**config.mk**
```make
export PLATFORM = sky130hd
export DESIGN_NAME = seg_scan_ctrl
export DESIGN_NICKNAME = d
export VERILOG_FILES = /design/src/rtl/seg_scan_ctrl.sv
export SDC_FILE = /design/constraint.sdc
export NUM_CORES = 1
export LEC_CHECK = 0
export ABC_AREA = 1
export CORE_ASPECT_RATIO = 2
export CORE_MARGIN = 2
export CORE_UTILIZATION = 50
export CTS_CLUSTER_DIAMETER = 100
export CTS_CLUSTER_SIZE = 16
export DETAILED_ROUTE_END_ITERATION = 6
export PLACE_DENSITY = 0.68
export SETUP_SLACK_MARGIN = 0.15
export SYNTH_ARGS = -nofsm -noshare
export SYNTH_HDL_FRONTEND = slang
export SYNTH_SLANG_ARGS = --single-unit
```
**constraint.sdc**
```tcl
create_clock -name clk -period 2.9 [get_ports clk]
set_input_delay 0.87 -clock clk [delete_from_list [all_inputs] [get_ports clk]]
set_output_delay 0.87 -clock clk [all_outputs]
set_load 0.005 [all_outputs]
```
**src/rtl/seg_scan_ctrl.sv**
```systemverilog
// Four-digit seven-segment scan controller with frame-aligned load/ack.
// Optional LEADING_ZERO_BLANK_EN turns off anodes of leading zero digits.
module seg_scan_ctrl #(
   parameter int REFRESH_DIV = 100000
) (
   input  logic        clk,
   input  logic        rst_n,
   input  logic [15:0] bcd_in,
   input  logic        load,
   output logic        load_ack,
   output logic [3:0]  led_bcd,
   output logic [3:0]  an
);

   localparam int PW = (REFRESH_DIV > 2) ? $clog2(REFRESH_DIV) : 1;
   localparam logic [PW-1:0] P_LAST = PW'(REFRESH_DIV - 1);

   logic [PW-1:0] r_presc;
   logic [1:0]    r_idx;
   logic [15:0]   r_disp;
   logic [15:0]   r_shd;
   logic          r_pend;
   logic          r_ack;
   logic [3:0]    r_led;
   logic [3:0]    r_an;

   logic          w_tick;
   logic          w_wrap;
   logic [PW-1:0] w_presc_nxt;
   logic [1:0]    w_idx_nxt;
   logic [15:0]   w_disp_nxt;
   logic [15:0]   w_shd_nxt;
   logic          w_pend_nxt;
   logic          w_ack_nxt;
   logic [3:0]    w_led_nxt;
   logic [3:0]    w_an_nxt;
   logic          w_blank;

   assign w_tick = (r_presc == P_LAST);
   assign w_wrap = w_tick && (r_idx == 2'd3);

   // Next-state: slot stepping, shadow capture and frame-aligned transfer
   always_comb begin
      w_presc_nxt = w_tick ? '0 : r_presc + PW'(1);
      w_idx_nxt   = w_tick ? r_idx + 2'd1 : r_idx;
      w_shd_nxt   = load ? bcd_in : r_shd;
      w_pend_nxt  = r_pend | load;
      w_disp_nxt  = r_disp;
      w_ack_nxt   = 1'b0;
      if (w_wrap) begin
         if (load) begin
            w_disp_nxt = bcd_in;
            w_pend_nxt = 1'b0;
            w_ack_nxt  = 1'b1;
         end else if (r_pend) begin
            w_disp_nxt = r_shd;
            w_pend_nxt = 1'b0;
            w_ack_nxt  = 1'b1;
         end
      end
   end

   // Output decode from next-state digit index and display value
   always_comb begin
      w_led_nxt = w_disp_nxt[4*w_idx_nxt +: 4];
      w_blank   = 1'b0;
`ifdef LEADING_ZERO_BLANK_EN
      unique case (w_idx_nxt)
         2'd3:    w_blank = (w_disp_nxt[15:12] == 4'h0);
         2'd2:    w_blank = (w_disp_nxt[15:8] == 8'h00);
         2'd1:    w_blank = (w_disp_nxt[15:4] == 12'h000);
         default: w_blank = 1'b0;
      endcase
`endif
      w_an_nxt = w_blank ? 4'b1111 : ~(4'b0001 << w_idx_nxt);
   end

   // State and registered outputs, synchronous active-low reset
   always_ff @(posedge clk) begin
      if (!rst_n) begin
         r_presc <= '0;
         r_idx   <= 2'd0;
         r_disp  <= 16'h0000;
         r_shd   <= 16'h0000;
         r_pend  <= 1'b0;
         r_ack   <= 1'b0;
         r_led   <= 4'h0;
         r_an    <= 4'b1111;
      end else begin
         r_presc <= w_presc_nxt;
         r_idx   <= w_idx_nxt;
         r_disp  <= w_disp_nxt;
         r_shd   <= w_shd_nxt;
         r_pend  <= w_pend_nxt;
         r_ack   <= w_ack_nxt;
         r_led   <= w_led_nxt;
         r_an    <= w_an_nxt;
      end
   end

   assign load_ack = r_ack;
   assign led_bcd  = r_led;
   assign an       = r_an;

endmodule
```
==> results of run 1 <==
cell usage in the layout (no fill, tap or decap):
cell and instances:
a21oi_1 40, a31oi_1 1, a41oi_1 1, and3_1 1
buf_4 7, bufinv_16 1, clkbuf_1 1, clkbuf_16 9
clkbuf_8 3, clkdlybuf4s50_1 27, clkinv_2 1, clkinvlp_4 1
dfxtp_1 61, ha_1 2, inv_1 18, inv_2 6
nand2_1 170, nand2_2 5, nand3_1 7, nand3_2 3
nand3_4 1, nand4_1 19, nor2_1 34, nor2_2 5
nor2_4 6, nor3_1 7, nor3_2 1, nor3b_1 1
o211ai_1 2, o21ai_0 5, or2_0 1, or2_1 1
or2_2 12, xnor2_1 1, xor2_1 2
logic make-up after synthesis:
kind of cell	count (synthesis)	synth area share, %
AO/OA/AOI/OAI	49	8.65
XOR/XNOR	3	0.891
adder cells (fa/ha/maj)	2	0.848
buffers and inverters	41	6.06
flip-flops	61	41.4
AND/OR/NAND/NOR	274	42.2
power by group through the flow:
stage | clock, W | combinational [W] | sequential (W)
2_1_floorplan | 0 | 0.0000774 | 0.000879
4_1_cts | 0.00112 | 0.000122 | 0.000867
3_3_place_gp | 0 | 0.000119 | 0.000884
3_5_place_dp | 0 | 0.000121 | 0.000884
6_report | 0.00111 | 0.000121 | 0.000867
5_1_grt | 0.00116 | 0.000135 | 0.000868
metal layers:
metal  GRT usage [%]  vias to the layer above
li1                -                     1438
met1            24.3                     1299
met2            46.7                       49
met3            5.41                       17
met4            12.9                        0
met5               0                        -
per-stage QoR:
stage	setup slack, ns	utilization [%]	instances
after floorplan	0.820	-	430
after global routing	0.339	62.6	524
after detailed placement	0.201	57.1	508
final	0.501	62.6	524
after global placement	0.245	57.1	508
after CTS	0.513	62.6	524
worst reg2reg max path, cell delays in order (launching register included):
cell     delay (ns)
dfxtp_1        0.36
ha_1           0.19
nand2_2        0.10
nor2_4         0.16
nand3_2        0.13
nor2_4         0.35
nand3_4        0.29
nand2_1        0.18
nand2_1        0.09
nand2_1        0.07
nand2_1        0.05
nor2_1         0.08
nor2_1         0.05
path summary, 6_finish.rpt:
path / slack, ns / cells past startpoint / endpoint / startpoint
max: 0.50 / 12 / led_bcd[2] / load
max reg2reg: 0.68 / 12 / led_bcd[2] / r_presc[0]
min reg2reg: 0.46 / 1 / r_presc[0] / r_presc[0]
min: 0.46 / 1 / r_presc[0] / r_presc[0]
synth_stat cells (2+ instances only):
library cell and count:
xor2_1 2, o211ai_1 2, buf_6 2, a21oi_1 40, nand3_1 7, inv_1 18
buf_2 5, nand2_1 170, ha_1 2, dfxtp_1 61, clkbuf_1 8, or2_2 12
nand4_1 19, nor2_1 34, nand3_2 3, o21ai_0 5, nand2_2 5, nor2_2 5
nor2_4 6, inv_2 6, nor3_1 7
sequential cells by signal, summed over array words and instances, names as in the netlist:
name and count:
load_ack 1, r_shd 16, r_disp 16, an 4, r_idx 2, r_presc 17
led_bcd 4, r_pend 1
layout make-up:
| type | count | area [um^2] | share of cell area (%) |
|---|---|---|---|
| clock buffers | 13 | 270 | 7.56 |
| multi-input cells | 328 | 1550 | 43.4 |
| clock inverters | 3 | 42.5 | 1.19 |
| well taps | 61 | 76.3 | 2.14 |
| flip-flops and latches | 61 | 1220 | 34.2 |
| inverters | 24 | 90.1 | 2.52 |
| repair buffers | 34 | 323 | 9.03 |
==> impl_results.md, run 1 <==
- Ports: 28
- Worst Skew: 0.00717 ns
- Antenna-violating nets left: 0
- Required time worst endpoint: 3.17 ns
- DP Area: 3260 um^2
- Crit path time final: 2.40 ns
- # resized after CTS: 0
- Row count: 39
- Longest Clk Path Bufs: 2
- Die area: 6570 um^2
- Post-synth EDFFs: 0
- Hold Path Class: reg2reg
- Initial core utilization: 51.7%
- Final Cycle Share: 82.7%
- Status: finished clean
- Remaining Overflow, GRT: 0
- Met3 routed WL: 217 um
- Setup TNS: 0 ns
- Final-layout fill cell count: 552
- DR WL met2: 4220 um
- H-tree lvl count: 3
- Vias in the first global route: 2,723
- Clk root buf: clkbuf_16
- Post-synth top flop: dfxtp_1
- Flop pwr share: 41.4%
- Synth warn: 0
- Final instance area: 3570 um^2
- Worst-path clk slew: 0.05 ns
- Mapped Cells: 430
- First-pass GRT wire length: 12,400 um
- Final setup fails: 0
- Crit path launch type: input pin
- CP bufs+invs: 2
- Top layer in use: met4
- Vias per cell: 5.35
- Pwr Total: 0.00209 W
- Post-DP HPWL: 5400 um
- Post-synthesis cell area: 2950 um^2
- Mean Syn Cell Area: 6.86 um^2
- Syn nets: 451
- GPL Wtd Cong: 0.864
- Antenna diodes: 0
- Crit path max fanout: 16
- Pin slew with the least headroom to its limit: 0.628 ns
- Max_cap viols: 0
- Initial antenna violation count: 0
- Pleak: 1.58 nW
- Total vias in the final route: 2,803
- Pin count of the biggest net entering global routing: 22
- Internal power: 0.00165 W
- Path type of the worst setup path: in2reg
- Cell Pwr Density: 586 nW/um^2
- Vert. Die Dim: 113 um
- Detailed Routing Iterations Pass 1: 4
- Top delay family on crit path: simple AND/OR/NAND/NOR gates
- Post-synth ARST share: 0%
- Chip Width: 58.3 um
- # hold bufs at CTS: 0
- Switching pwr: 0.000447 W
- Clock power frac: 52.8%
- IR drop worst, VDD: 0.000532 V
- Crit-path cells: clkdlybuf4s50_1 > inv_1 > nand2_1 > nand2_1 > nand2_1 > nand2_1 > nand4_1 > nand2_1 > nand2_1 > nand2_1 > nor2_1 > nor2_1
- Slowest stage cell, crit path: clkdlybuf4s50_1
- Share of layout cells above drive strength 1: 13.2%
- Sequential share of the synthesized area: 41.4%
- Most frequent cell on the critical path: nand2_1
- DRC violations left: 0
- Iteration-0 DRC Markers: 100
- Fin. Hold Viols: 0
- Comb power frac: 5.8%
- Met1 Routed Length: 2770 um
- Slew headroom: 58.1%
- CP max stage delay: 0.45 ns
- Max Transition Viols Final: 0
- Nets: 479
- Total Wirelength: 7420 um
- RSZ-0062 raised after global routing: no
- CTS Sinks: 61
- Num CTS Buffers: 9
- Post-synth top area share: 41.4%
- FF+latch count, synth: 61
- Area growth syn-to-layout: 21.1%
- DR WL/cell: 14.2 um
- Hold WS: 0.456 ns
- Synth area leader: dfxtp_1
- Sw frac: 21.4%
- Crit. End Element: flip-flop
- Core Region: 5710 um^2
- Yosys cell types: 32
- Top cells by area, synth: dfxtp_1 (41%), nand2_1 (22%), a21oi_1 (6.8%), nor2_1 (4.3%), nand4_1 (4.0%)
- FMAX: 417 MHz
- Gr usage total: 25.1%
- Clk Latency, worst-skew pair: 0.33 ns
- I/O Buffers: 27
- Setup Fix Bufs, Post-CTS: 0
- TritonCTS clock tree: yes
- Critical Path AT: 2.67 ns
Note: power is estimated with default switching activity, not from simulation.
==> inputs of run 2 (changes only) <==
==> constraint.sdc (replaced) <==
create_clock -name clk -period 2.4 [get_ports clk]
set_input_delay 0.72 -clock clk [delete_from_list [all_inputs] [get_ports clk]]
set_output_delay 0.72 -clock clk [all_outputs]
set_load 0.005 [all_outputs]
==> run 2 against run 1 <==
Net effect: worst hold slack lost 0.012 ns; global-route usage shrank 0.65 points; critical endpoint is now led_bcd[0]; final area grew 1.3%; clock power grew 9.9%; register-to-register slack lost 0.28 ns; cell count grew 0.76%; utilization grew 0.81 points; flip-flop and latch count is the same; die area is the same.
==> impl_results.md, run 2 (same netlist as run 1, synthesis figures left out) <==
- # hold bufs at CTS: 0 (unchanged)
- Worst hold path cell count: 1 (unchanged)
- Longest Clk Path Bufs: 2 (unchanged)
- Antenna-violating nets left: 0 (unchanged)
- TritonCTS clock tree: yes (unchanged)
- Pleak: 1.61 nW (was 1.58 nW)
- Most frequent cells in the layout: nand2_1 (170), dfxtp_1 (61), a21oi_1 (40) (unchanged)
- Slew headroom: 68.3% (was 58.1%)
- Crit path max fanout: 11 (was 16)
- Core Util, Final: 63.4% (was 62.6%)
- Antenna diodes: 0 (unchanged)
- Commonest non-fill, non-tap cell in the layout: nand2_1 (unchanged)
- Most frequent cell on the critical path: nand2_1 (unchanged)
- Remaining Overflow, GRT: 0 (unchanged)
- Cell Pwr Density: 670 nW/um^2 (was 586 nW/um^2)
- Vias per cell: 5.35 (about the same)
- Slowest stage cell, crit path: clkdlybuf4s50_1 (unchanged)
- Crit path time final: 2.06 ns
- Row count: 39 (unchanged)
- Crit-path cells: clkdlybuf4s50_1 > or2_1 > buf_4 > nand2_1 > nand2_1 > nand2_1 > nand4_1 > nand2_1 > nand2_1 > nand2_1 > nor2_1 > nor2_1 (was clkdlybuf4s50_1 > inv_1 > nand2_1 > nand2_1 > nand2_1 > nand2_1 > nand4_1 > nand2_1 > nand2_1 > nand2_1 > nor2_1 > nor2_1)
- Top delay family on crit path: simple AND/OR/NAND/NOR gates (unchanged)
- Total Wirelength: 7360 um (was 7420 um)
- Final Cycle Share: 85.9%
- Total vias in the final route: 2,825 (was 2,803)
- Max_cap viols: 0 (unchanged)
- Initial antenna violation count: 0 (unchanged)
- Final worst-path setup slack: 0.337 ns (was 0.501 ns)
- Initial core utilization: 51.7% (unchanged)
- Die area: 6570 um^2 (unchanged)
- Pin count of the biggest net entering global routing: 31 (was 22)
- I/O Buffers: 27 (unchanged)
- Nets: 485 (was 479)
- CP max stage delay: 0.48 ns (was 0.45 ns)
- First-pass GRT wire length: 12,000 um (was 12,400 um)
- Post-DP HPWL: 5450 um (was 5400 um)
- Max Transition Viols Final: 0 (unchanged)
- Biggest regs: r_presc x17, r_disp x16, r_shd x16 (unchanged)
- FMAX: 485 MHz
- Crit path launch type: input pin (unchanged)
- Vert. Die Dim: 113 um (unchanged)
- Area growth syn-to-layout: 22.7% (was 21.1%)
- Largest register FFs: 17 (unchanged)
- Crit path depth: 12 (unchanged)
- Worst reg2reg setup slack: 0.40 ns (was 0.68 ns)
- Num CTS Buffers: 9 (unchanged)
- Detailed Routing Iterations Pass 1: 4 (unchanged)
- Core Region: 5710 um^2 (unchanged)
- DR WL/cell: 13.9 um (was 14.2 um)
- Chip Width: 58.3 um (unchanged)
- Critical Path AT: 2.33 ns (was 2.67 ns)
- Worst-path clk slew: 0.05 ns (about the same)
- Ports: 28 (unchanged)
- GPL Wtd Cong: 0.855 (was 0.864)
- Hold Path Class: reg2reg (unchanged)
- Required time worst endpoint: 2.66 ns (was 3.17 ns)
- H-tree lvl count: 3 (unchanged)
- DRC violations left: 0 (unchanged)
- Share of layout cells above drive strength 1: 14.3% (was 13.2%)
- Clk Latency, worst-skew pair: 0.33 ns (about the same)
- Crit. End Element: flip-flop (unchanged)
- Final setup fails: 0 (unchanged)
- Status: finished clean (unchanged)
- Gr usage total: 24.4% (was 25.1%)
- RSZ-0062 raised after global routing: no (unchanged)
- CTS Sinks: 61 (unchanged)
- Vias in the first global route: 2,704 (was 2,723)
- Path type of the worst setup path: in2reg (unchanged)
- CP bufs+invs: 2 (unchanged)
- IR drop worst, VDD: 0.000772 V (was 0.000532 V)
- Most flop-heavy register: r_presc (unchanged)
- Worst Skew: 0.00574 ns (was 0.00717 ns)
- Clk root buf: clkbuf_16 (unchanged)
- Worst reg2reg path depth: 13 (was 12)
- Pin slew with the least headroom to its limit: 0.474 ns (was 0.628 ns)
- Fin. Hold Viols: 0 (unchanged)
- Dpl ws: -0.120 ns (was 0.201 ns)
- Iteration-0 DRC Markers: 117 (was 100)
## run 2: cell count changes in the layout (fill, tap and decap cells not counted)
cell       delta
buf_4         +4
buf_12        +2
bufinv_16     -1
clkbuf_1      -1
clkbuf_8      +1
inv_1         -1
## run 2: report_power, final
group	total, W	switching (W)	internal [W]	leakage, nW
sequential	0.00104	0.00000913	0.00104	0.496
clock	0.00122	0.000427	0.000796	0.144
combinational	0.000159	0.0000823	0.0000767	0.971
## run 2: final timing paths
check,startpoint,end
setup / recovery,load,led_bcd[0]
hold / removal,r_presc[0],r_presc[0]
setup reg to reg,r_presc[0],led_bcd[0]
hold reg to reg,r_presc[0],r_presc[0]
## run 2: layout make-up
cell class	count	area (um^2)
repair buffers	40	393
clock buffers	13	280
multi-input cells	328	1550
well taps	61	76.3
flip-flops and latches	61	1220
clock inverters	1	5.00
fillers	546	2090
inverters	24	93.8
## run 2: metal layers
| layer | global-route usage (%) | wire length [um] | vias up |
|---|---|---|---|
| li1 | - | - | 1451 |
| met1 | 24.0 | 2650 | 1289 |
| met2 | 44.3 | 4110 | 58 |
| met3 | 4.26 | 252 | 27 |
| met4 | 15.8 | 348 | 0 |
| met5 | 0 | 0 | - |
## run 2: timing repair
| action | in CTS | in global routing |
|---|---|---|
| gates resized for setup | 0 | 1 |
| buffers inserted | 0 | 1 |
| endpoints found under the setup margin | 0 | 4 |
## run 2: metrics by stage
| step | TNS (ns) | cells | power [W] | area, um^2 | hold WS (ns) |
|---|---|---|---|---|---|
| 2_1_floorplan | 0 | 430 | 0.00116 | 2950 | 0.418 |
| 3_3_place_gp | -0.267 | 513 | 0.00122 | 3310 | 0.427 |
| 3_5_place_dp | -0.375 | 513 | 0.00122 | 3310 | 0.437 |
| 4_1_cts | 0 | 527 | 0.00244 | 3600 | 0.447 |
| 5_1_grt | 0 | 528 | 0.00251 | 3620 | 0.461 |
| 6_report | 0 | 528 | 0.00243 | 3620 | 0.444 |
